### config.mk
export PLATFORM = sky130hd
export DESIGN_NAME = mem_access_master_flat
export DESIGN_NICKNAME = d
export VERILOG_FILES = /design/src/rtl/mem_access_pkg.sv /design/src/rtl/mem_access_master_if.sv /design/src/rtl/mem_lane_extract.sv /design/src/rtl/mem_access_master.sv /design/src/flat_wrapper.sv
export SDC_FILE = /design/constraint.sdc
export NUM_CORES = 1
export LEC_CHECK = 0
export BUFFER_PORTS_ARGS = -buffer_cell sky130_fd_sc_hd__buf_2
export CAP_MARGIN = 20
export CELL_PAD_IN_SITES_DETAIL_PLACEMENT = 0
export CELL_PAD_IN_SITES_GLOBAL_PLACEMENT = 1
export CORE_ASPECT_RATIO = 1.4
export CORE_MARGIN = 2
export CORE_UTILIZATION = 40
export DETAILED_ROUTE_END_ITERATION = 8
export GPL_ROUTABILITY_DRIVEN = 0
export GPL_TIMING_DRIVEN = 0
export PLACE_DENSITY_LB_ADDON = 0.1
export SLEW_MARGIN = 20
export SYNTH_ARGS = -nofsm -noshare
export SYNTH_HDL_FRONTEND = slang
export SYNTH_SLANG_ARGS = --single-unit
### constraint.sdc
create_clock -name iCLK -period 3.9 [get_ports iCLK]
set_input_delay 0.39 -clock iCLK [delete_from_list [all_inputs] [get_ports iCLK]]
set_output_delay 0.39 -clock iCLK [all_outputs]
set_load 0.02 [all_outputs]
### src/rtl/mem_access_pkg.sv
// Shared types and helpers for the memory-bus initiator and its lane logic.
// Latency: none (declarations and pure functions only).
// Backpressure: not applicable.
package mem_access_pkg;

    localparam logic [1:0] SIZE_BYTE    = 2'b00;
    localparam logic [1:0] SIZE_HALF    = 2'b01;
    localparam logic [1:0] SIZE_WORD    = 2'b10;
    localparam logic [1:0] SIZE_ILLEGAL = 2'b11;

    typedef enum logic [1:0] {
        IDLE  = 2'b00,
        WRITE = 2'b01,
        READ  = 2'b10,
        RESP  = 2'b11
    } state_t;

    // Little-endian lane enables; an illegal size enables no lanes.
    function automatic logic [3:0] byteEnable(input logic [1:0] size, input logic [1:0] addrLo);
        logic [3:0] be;
        case (size)
            SIZE_BYTE: be = 4'b0001 << addrLo;
            SIZE_HALF: be = 4'b0011 << {addrLo[1], 1'b0};
            SIZE_WORD: be = 4'b1111;
            default:   be = 4'b0000;
        endcase
        return be;
    endfunction

    // True when the access must be refused without a bus cycle.
    function automatic logic accessFault(input logic [1:0] size, input logic [1:0] addrLo);
        logic fault;
        case (size)
            SIZE_BYTE: fault = 1'b0;
            SIZE_HALF: fault = addrLo[0];
            SIZE_WORD: fault = |addrLo;
            default:   fault = 1'b1;
        endcase
        return fault;
    endfunction

endpackage

### src/rtl/mem_access_master_if.sv
// Request/response and bus-side signals of the memory-bus initiator.
// Latency: none (wiring only).
// Backpressure: iReq is held or re-issued by the requester until oReady.
interface mem_access_master_if;

    logic        iReq;
    logic        oReady;
    logic        iWrite;
    logic [1:0]  iSize;
    logic        iUnsigned;
    logic [31:0] iAddr;
    logic [31:0] iWData;
    logic        oDone;
    logic        oError;
    logic [31:0] oRData;
    logic        oReadEnable;
    logic        oWriteEnable;
    logic [3:0]  oByteEnable;
    logic [31:0] oAddress;
    logic [31:0] oWriteData;
    logic [31:0] iReadData;

    modport master (
        input  iReq, iWrite, iSize, iUnsigned, iAddr, iWData, iReadData,
        output oReady, oDone, oError, oRData, oReadEnable, oWriteEnable,
               oByteEnable, oAddress, oWriteData
    );

    modport slave (
        output iReq, iWrite, iSize, iUnsigned, iAddr, iWData, iReadData,
        input  oReady, oDone, oError, oRData, oReadEnable, oWriteEnable,
               oByteEnable, oAddress, oWriteData
    );

endinterface

### src/rtl/mem_lane_extract.sv
// Selects the addressed byte/halfword lane of a read word and extends it.
// Latency: combinational.
// Backpressure: none.
module mem_lane_extract
    import mem_access_pkg::*;
(
    input  logic [31:0] word,
    input  logic [1:0]  addrLo,
    input  logic [1:0]  size,
    input  logic        isUnsigned,
    output logic [31:0] result
);

    logic [7:0]  byteLane;
    logic [15:0] halfLane;

    // Lane pick followed by sign or zero extension; words pass through untouched.
    always_comb begin
        byteLane = word[7:0];
        halfLane = addrLo[1] ? word[31:16] : word[15:0];
        case (addrLo)
            2'd0:    byteLane = word[7:0];
            2'd1:    byteLane = word[15:8];
            2'd2:    byteLane = word[23:16];
            default: byteLane = word[31:24];
        endcase
        case (size)
            SIZE_BYTE: result = {{24{~isUnsigned & byteLane[7]}}, byteLane};
            SIZE_HALF: result = {{16{~isUnsigned & halfLane[15]}}, halfLane};
            default:   result = word;
        endcase
    end

endmodule

### src/rtl/mem_access_master.sv
// Turns load/store requests into bus strobes, lane enables and extended read data.
// Latency: store done at T+2, load at T+READ_LATENCY+1, refused request at T+1.
// Backpressure: oReady only in IDLE; iReq while busy is ignored, not queued.
module mem_access_master
    import mem_access_pkg::*;
#(
    parameter int READ_LATENCY = 2
)
(
    input  logic                 iCLK,
    input  logic                 iRST_n,
    mem_access_master_if.master  bus
);

    localparam int               CNT_W    = $clog2(READ_LATENCY + 1);
    localparam logic [CNT_W-1:0] CNT_LAST = CNT_W'(READ_LATENCY - 1);

    state_t            state;
    state_t            stateNext;
    logic [CNT_W-1:0]  cnt;
    logic              accept;
    logic              reqFault;
    logic              writeQ;
    logic              unsignedQ;
    logic              errorQ;
    logic [1:0]        sizeQ;
    logic [31:0]       addrQ;
    logic [31:0]       wdataQ;
    logic [31:0]       rdataQ;
    logic [31:0]       extracted;
    logic              readLast;

    assign accept   = bus.iReq && (state == IDLE);
    assign reqFault = accessFault(bus.iSize, bus.iAddr[1:0]);
    assign readLast = (state == READ) && (cnt == '0);

    mem_lane_extract u_extract (
        .word       (bus.iReadData),
        .addrLo     (addrQ[1:0]),
        .size       (sizeQ),
        .isUnsigned (unsignedQ),
        .result     (extracted)
    );

    // State register; reset abandons any access in flight.
    always_ff @(posedge iCLK or negedge iRST_n) begin
        if (!iRST_n) state <= IDLE;
        else         state <= stateNext;
    end

    // Request capture, read-latency countdown and the load result register.
    always_ff @(posedge iCLK or negedge iRST_n) begin
        if (!iRST_n) begin
            writeQ    <= 1'b0;
            unsignedQ <= 1'b0;
            errorQ    <= 1'b0;
            sizeQ     <= SIZE_BYTE;
            addrQ     <= '0;
            wdataQ    <= '0;
            rdataQ    <= '0;
            cnt       <= '0;
        end else begin
            if (accept) begin
                writeQ    <= bus.iWrite;
                unsignedQ <= bus.iUnsigned;
                errorQ    <= reqFault;
                sizeQ     <= bus.iSize;
                addrQ     <= bus.iAddr;
                wdataQ    <= bus.iWData;
                cnt       <= CNT_LAST;
            end else if (state == READ && cnt != '0) begin
                cnt <= cnt - 1'b1;
            end
            if (readLast) rdataQ <= extracted;
        end
    end

    // Next state plus all bus/handshake outputs decoded from the current state.
    always_comb begin
        stateNext        = state;
        bus.oReady       = 1'b0;
        bus.oDone        = 1'b0;
        bus.oError       = 1'b0;
        bus.oReadEnable  = 1'b0;
        bus.oWriteEnable = 1'b0;
        bus.oByteEnable  = 4'b0000;
        bus.oAddress     = '0;
        bus.oWriteData   = '0;
        bus.oRData       = rdataQ;
        if (state != IDLE) begin
            bus.oByteEnable = byteEnable(sizeQ, addrQ[1:0]);
            bus.oAddress    = addrQ;
            case (sizeQ)
                SIZE_BYTE: bus.oWriteData = {4{wdataQ[7:0]}};
                SIZE_HALF: bus.oWriteData = {2{wdataQ[15:0]}};
                default:   bus.oWriteData = wdataQ;
            endcase
        end
        case (state)
            IDLE: begin
                bus.oReady = 1'b1;
                if (accept) begin
                    if (reqFault)         stateNext = RESP;
                    else if (bus.iWrite)  stateNext = WRITE;
                    else                  stateNext = READ;
                end
            end
            WRITE: begin
                bus.oWriteEnable = 1'b1;
                stateNext        = RESP;
            end
            READ: begin
                bus.oReadEnable = 1'b1;
                if (cnt == '0) stateNext = RESP;
            end
            default: begin
                bus.oDone  = 1'b1;
                bus.oError = errorQ;
                stateNext  = IDLE;
            end
        endcase
    end

endmodule

### src/flat_wrapper.sv
// flat-port wrapper written by rule: the top's interface ports become plain ports
module mem_access_master_flat import mem_access_pkg::*;
#(
    parameter int READ_LATENCY = 2
)
  (iCLK, iRST_n, bus_iReq, bus_iWrite, bus_iSize, bus_iUnsigned, bus_iAddr, bus_iWData, bus_iReadData, bus_oReady, bus_oDone, bus_oError, bus_oRData, bus_oReadEnable, bus_oWriteEnable, bus_oByteEnable, bus_oAddress, bus_oWriteData);
  mem_access_master_if bus_i ();
  input  logic iCLK;
  input  logic iRST_n;
  input wire logic [$bits(bus_i.iReq)-1:0] bus_iReq;
  input wire logic [$bits(bus_i.iWrite)-1:0] bus_iWrite;
  input wire logic [$bits(bus_i.iSize)-1:0] bus_iSize;
  input wire logic [$bits(bus_i.iUnsigned)-1:0] bus_iUnsigned;
  input wire logic [$bits(bus_i.iAddr)-1:0] bus_iAddr;
  input wire logic [$bits(bus_i.iWData)-1:0] bus_iWData;
  input wire logic [$bits(bus_i.iReadData)-1:0] bus_iReadData;
  output wire logic [$bits(bus_i.oReady)-1:0] bus_oReady;
  output wire logic [$bits(bus_i.oDone)-1:0] bus_oDone;
  output wire logic [$bits(bus_i.oError)-1:0] bus_oError;
  output wire logic [$bits(bus_i.oRData)-1:0] bus_oRData;
  output wire logic [$bits(bus_i.oReadEnable)-1:0] bus_oReadEnable;
  output wire logic [$bits(bus_i.oWriteEnable)-1:0] bus_oWriteEnable;
  output wire logic [$bits(bus_i.oByteEnable)-1:0] bus_oByteEnable;
  output wire logic [$bits(bus_i.oAddress)-1:0] bus_oAddress;
  output wire logic [$bits(bus_i.oWriteData)-1:0] bus_oWriteData;
  assign bus_i.iReq = bus_iReq;
  assign bus_i.iWrite = bus_iWrite;
  assign bus_i.iSize = bus_iSize;
  assign bus_i.iUnsigned = bus_iUnsigned;
  assign bus_i.iAddr = bus_iAddr;
  assign bus_i.iWData = bus_iWData;
  assign bus_i.iReadData = bus_iReadData;
  assign bus_oReady = bus_i.oReady;
  assign bus_oDone = bus_i.oDone;
  assign bus_oError = bus_i.oError;
  assign bus_oRData = bus_i.oRData;
  assign bus_oReadEnable = bus_i.oReadEnable;
  assign bus_oWriteEnable = bus_i.oWriteEnable;
  assign bus_oByteEnable = bus_i.oByteEnable;
  assign bus_oAddress = bus_i.oAddress;
  assign bus_oWriteData = bus_i.oWriteData;
  mem_access_master #(.READ_LATENCY(READ_LATENCY)) u_core (.iCLK(iCLK), .iRST_n(iRST_n), .bus(bus_i));
endmodule
; ---- Yosys cells after proc, flatten, opt, wreduce, memory -nomap -nowiden
; Index checks and enable logic that the tools add are counted.
[op_classes]
muxes = 21
n_bitwise = 3
n_shift = 2
addsub = 1
n_reduce_logical = 14
eq_ne = 10
[ops]
columns = cell, count
row1 = one-hot mux 32 bit (2 select lines), 2
row2 = 2-to-1 mux 32 bit, 2
row3 = one-hot mux 8 bit (3 select lines), 1
row4 = 2-to-1 mux 16 bit, 1
row5 = 2-to-1 mux 2 bit, 6
row6 = one-hot mux 4 bit (3 select lines), 1
row7 = zero test 2 bit, 5
row8 = equality test 2 x 1 -> 1 bit (second input constant), 4
row9 = equality test 2 bit (second input constant), 4
row10 = one-hot mux 2 bit (3 select lines), 1
row11 = nonzero test 2 bit, 3
row12 = 2-to-1 mux 1 bit, 5
row13 = 2-to-1 mux 4 bit, 1
row14 = << shifter 1 x 2 -> 4 bit (first input constant), 1
row15 = << shifter 2 x 2 -> 4 bit (first input constant), 1
row16 = logical AND 1 bit, 3
row17 = one-hot mux 1 bit (3 select lines), 1
row18 = OR reduction 3 bit, 1
row19 = AND 1 bit, 2
row20 = != test 2 x 1 -> 1 bit (second input constant), 1
row21 = != test 2 bit (second input constant), 1
row22 = AND reduction 2 bit, 1
row23 = OR reduction 2 bit, 1
row24 = subtractor 2 x 1 -> 2 bit (second input constant), 1
row25 = inverter 1 bit, 1
[word_totals]
regBits = 104
in_bits = 103
output_inout_bits = 105

; ---- Logic depth before layout (Yosys ltp)
[logic_depth]
ltp_word = 5
ltp_mapped = 8
ltp_nobuf = 6

; ---- Modules after synthesis
; A second synthesis with hierarchy kept.
[unflattened]
cells_unflattened = 497
hier_area_um2 = 5621.6
[modules_own_cells]
columns = module, cells_per_inst, instances, area_each_um2, seq_area_each_um2
row1 = mem_access_master, 382, 1, 4775.8, 2602.5
row2 = mem_lane_extract, 115, 1, 845.8, 0.0

; ---- Worst setup path before layout
; Ideal clock, no wire load.
[synth_timing]
kind = reg2out
startpoint = register u_core.state[0]
endpoint = output port bus_oWriteData[22]
arrival_time_ns = 1.581
path_slack_ns = 1.929
stages_incl_launch_ff = 6
n_path_buf = 2
cell_sequence = dfrtp_1 > inv_1 > ha_1 > clkbuf_1 > clkbuf_1 > nor2_1
[synth_between]
elab_chain_len = 2
[synth_lines]
columns = item, line_no
row1 = from (decl), mem_access_master.sv:18  ; state_t state;
row2 = from (signal assigned), mem_access_master.sv:48  ; else state <= stateNext;
row3 = nonzero test 2 bit, mem_access_master.sv:90  ; if (state != IDLE) begin
row4 = 2-to-1 mux 32 bit, mem_access_master.sv:90
row5 = to (decl), flat_wrapper.sv:25  ; output wire logic [$bits(bus_i.oWriteData)-1:0] bus_oWriteData;
; No other way between the ends.

; ---- Worst setup path in the final report
[layout_timing]
startpoint = register u_core.state[0]
endpoint = output port bus_oWriteData[15]
; Same word-level chain as after synthesis.

==> flow_summary.json <==
{
  "outcome": "completed",
  "synth-edff-count": 0,
  "finalNonFillerCells": 942,
  "post_synth_main_area_contributors": "dfrtp_1 (47%), mux2_2 (14%), a21oi_1 (5.1%)",
  "worstSkewPairLatency_ns": 0.34,
  "row_count": 50,
  "grt_pass1_wl_um": 26200,
  "total_of_cells_resized_after_clock_tree_synthesis": 0,
  "p_per_area_nw_per_um2": 993,
  "worst-setup-path-type": "flop to output pin",
  "via_per_inst": 5.19,
  "top_level_ports": 208,
  "cp-end-kind": "output pin",
  "grt_total_usage_pct": 23.5,
  "yosysMostFrequentCell": "dfrtp_1",
  "clock-skew-final_ns": 0.00967,
  "final_period_minus_worst_setup_slack_ns": 2.89,
  "die_w_um": 103,
  "critical_path.n_buffers_inverters": 4,
  "final_report_hold_violation_count": 0,
  "path_max_fanout": 10,
  "regToRegSetupSlack_ns": 1.73,
  "power.switching_fraction_pct": 46.9,
  "initial_core_util_pct": 41.0,
  "die_y_um": 143,
  "synth.cells.most_frequent": "dfrtp_1 (104), mux2_2 (68), nand2_1 (57)",
  "route.final.wire_length_um": 17000,
  "cp_slowest_stage_delay_ns": 0.51,
  "postSynthCellCount": 533,
  "synth_seq_cells": 104,
  "synth.largest_area_cell": "dfrtp_1",
  "finalMaxSlewViolations": 0,
  "synth-warning-count": 0,
  "initialDrtViolationCount": 206,
  "critPathTopFamily": "buffers and inverters",
  "dpl.cell_count": 923,
  "post_synthesis_net_count": 641,
  "synth-seq-area-share_pct": 47.5,
  "p_comb_share_pct": 59.0,
  "ys_dominant_reg_cell": "dfrtp_1",
  "clock_tree.buffer_depth": 2,
  "area_growth_pct": 29.5,
  "io_buffers": 207,
  "ir_worst_vdd_mv": 0.434,
  "synth.avg_cell_area_um2": 10.3,
  "worstPathRequired_ns": 3.51,
  "worst_case_headroom_to_the_max_slew_limit_pct": 52.5,
  "route.antenna.remaining_nets": 0,
  "intPower_mw": 3.74,
  "antenna_found_initial": 1,
  "final.fill_count": 1345,
  "post-place-ws_ns": 1.37,
  "hold-worst-slack_ns": 0.252,
  "cts_setup_buffers": 0,
  "holdCritPathClass": "input port to flop",
  "route.vias.total": 4885,
  "transition_time_at_the_pin_with_the_least_slew_margin_ns": 0.713,
  "fmax_ghz": 0.346,
  "grt_start_max_net_pins": 63,
  "timing.critical_path.mode_cell": "clkbuf_1",
  "leakage_nw": 3.43,
  "worst_path_max_delay_cell": "clkbuf_1",
  "synth_top_area_share_pct": 47.5,
  "grt_overflow": 0,
  "final-setup-viol-count": 0,
  "post_drt_wl_per_cell_um": 18.1,
  "first_global_vias": 5004,
  "critPathArrivalTime_ns": 2.50,
  "timing.max_cap.violations": 0,
  "netlist_area_um2": 5480,
  "dieArea_um2": 14700,
  "cts_made_buffers": 9,
  "fin_tns_setup_ns": 0,
  "cp_cell_sequence": "inv_1 -> ha_1 -> clkbuf_1 -> clkbuf_1 -> a21oi_1 -> buf_2",
  "final_nets": 861,
  "cts.reportedPaths.clkPinSlew_ns": 0.07,
  "clk_root_buffer_cell": "clkbuf_16",
  "cts_num_sinks": 104,
  "hpwlAfterDp_um": 13200,
  "drt_pre_antenna_iters": 4,
  "setup_slack_ns": 1.01,
  "cts-htree-levels": 3,
  "layout_cell_share_with_drive_strength_beyond_1_pct": 43.0,
  "power_frac_clock_pct": 13.1,
  "seq_power_share_pct": 27.9,
  "ys_types": 39,
  "finalCritPeriodShare_pct": 74.1,
  "drc": 0,
  "cts_tree": "yes",
  "switching_power_mw": 3.31,
  "core_area_um2": 13400,
  "postLayoutCoreUtil_pct": 53.0,
  "synth_async_sr_flop_share_pct": 100,
  "startpoint_type": "flop",
  "grt_setup_unrepaired": "no"
}
[stage by stage]
step | instance area, um^2 | total power [mW]
after floorplan | 5480 | 4.78
after global placement | 6750 | 6.07
after detailed placement | 6780 | 6.17
after CTS | 7090 | 7.12
after global routing | 7090 | 7.54
final | 7100 | 7.05
[routing by layer]
metal	vias up	wire, um	track usage, %
li1	2304	-	-
met1	2362	6470	26.2
met2	185	8880	42.1
met3	34	1120	5.35
met4	0	541	9.63
met5	-	0	0
[worst register-to-register path, cell delays in order, from the launching register on]
cell and delay (ns):
dfrtp_1 0.40, inv_1 0.08, ha_1 0.25, and2_1 0.16
clkbuf_1 0.24, o21ai_2 0.22, clkbuf_1 0.40, a21oi_1 0.10
a211oi_2 0.24
[flip-flops by register name, indices dropped and copies added, names as in the netlist]
name               count
u_core.addrQ          32
u_core.bus.oRData     32
u_core.cnt             2
u_core.errorQ          1
u_core.sizeQ           2
u_core.state           2
u_core.unsignedQ       1
u_core.wdataQ         32
[cells in the final DEF, fill, tap and decap left out, types with 3 or more instances in the layout]
cell         n
ha_1         5
inv_1        6
nor2b_1     40
a211oi_2    10
a32oi_1      7
a211oi_1     6
nor4bb_1     7
clkbuf_16    9
dfrtp_1    104
o221a_2      7
mux2_2      68
o21ai_0     17
buf_2      214
mux2i_1     23
o21ai_1      4
nand2_1     57
nor2_1      44
buf_1        9
and2_1       3
or3_1        8
clkbuf_1    22
a21oi_1     56
o31ai_1      3
[power groups by stage]
stage / combinational, mW / clock [mW] / sequential, mW
2_1_floorplan: 2.69 / 0 / 2.10
3_3_place_gp: 4.12 / 0 / 1.95
3_5_place_dp: 4.18 / 0 / 1.99
4_1_cts: 4.20 / 0.953 / 1.97
5_1_grt: 4.52 / 0.990 / 2.03
6_report: 4.16 / 0.925 / 1.96
[worst paths after layout]
path                                          to  cells past startpoint                  from
setup reg to reg           u_core.bus.oRData[29]                      8       u_core.state[0]
hold reg to reg             u_core.bus.oRData[2]                      2  u_core.bus.oRData[2]
min in group asynchronous   u_core.bus.oRData[1]                      2                iRST_n
setup / recovery              bus_oWriteData[15]                      6       u_core.state[0]
max in group asynchronous       u_core.wdataQ[1]                      3                iRST_n
hold / removal                     u_core.cnt[1]                      2              bus_iReq
[timing repair]
action                     CTS  global route
hold endpoints to repair    42             0
hold buffers                 1             0
setup endpoints to repair    0             0
[final cells by class]
| cell class | instances | area (um^2) | share of cell area, % |
|---|---|---|---|
| diodes | 2 | 5.00 | 0.0705 |
| plain buffers | 43 | 198 | 2.78 |
| clock buffers | 9 | 225 | 3.17 |
| clock inverters | 7 | 77.6 | 1.09 |
| inverters | 7 | 26.3 | 0.370 |
| multi-input cells | 379 | 2660 | 37.4 |
| flip-flops and latches | 104 | 2600 | 36.7 |
| well taps | 182 | 228 | 3.21 |
| repair buffers | 209 | 1080 | 15.2 |
[cell families after synthesis]
logic type / after synthesis / share of synthesized area, %
flip-flops: 104 / 47.5
buffers and inverters: 50 / 4.08
AND/OR/NAND/NOR: 166 / 14.8
adder cells (fa/ha/maj): 5 / 1.14
AO/OA/AOI/OAI: 115 / 13.8
XOR/XNOR: 1 / 0.160
multiplexers: 92 / 18.6
(Power assumes the default switching activity.)
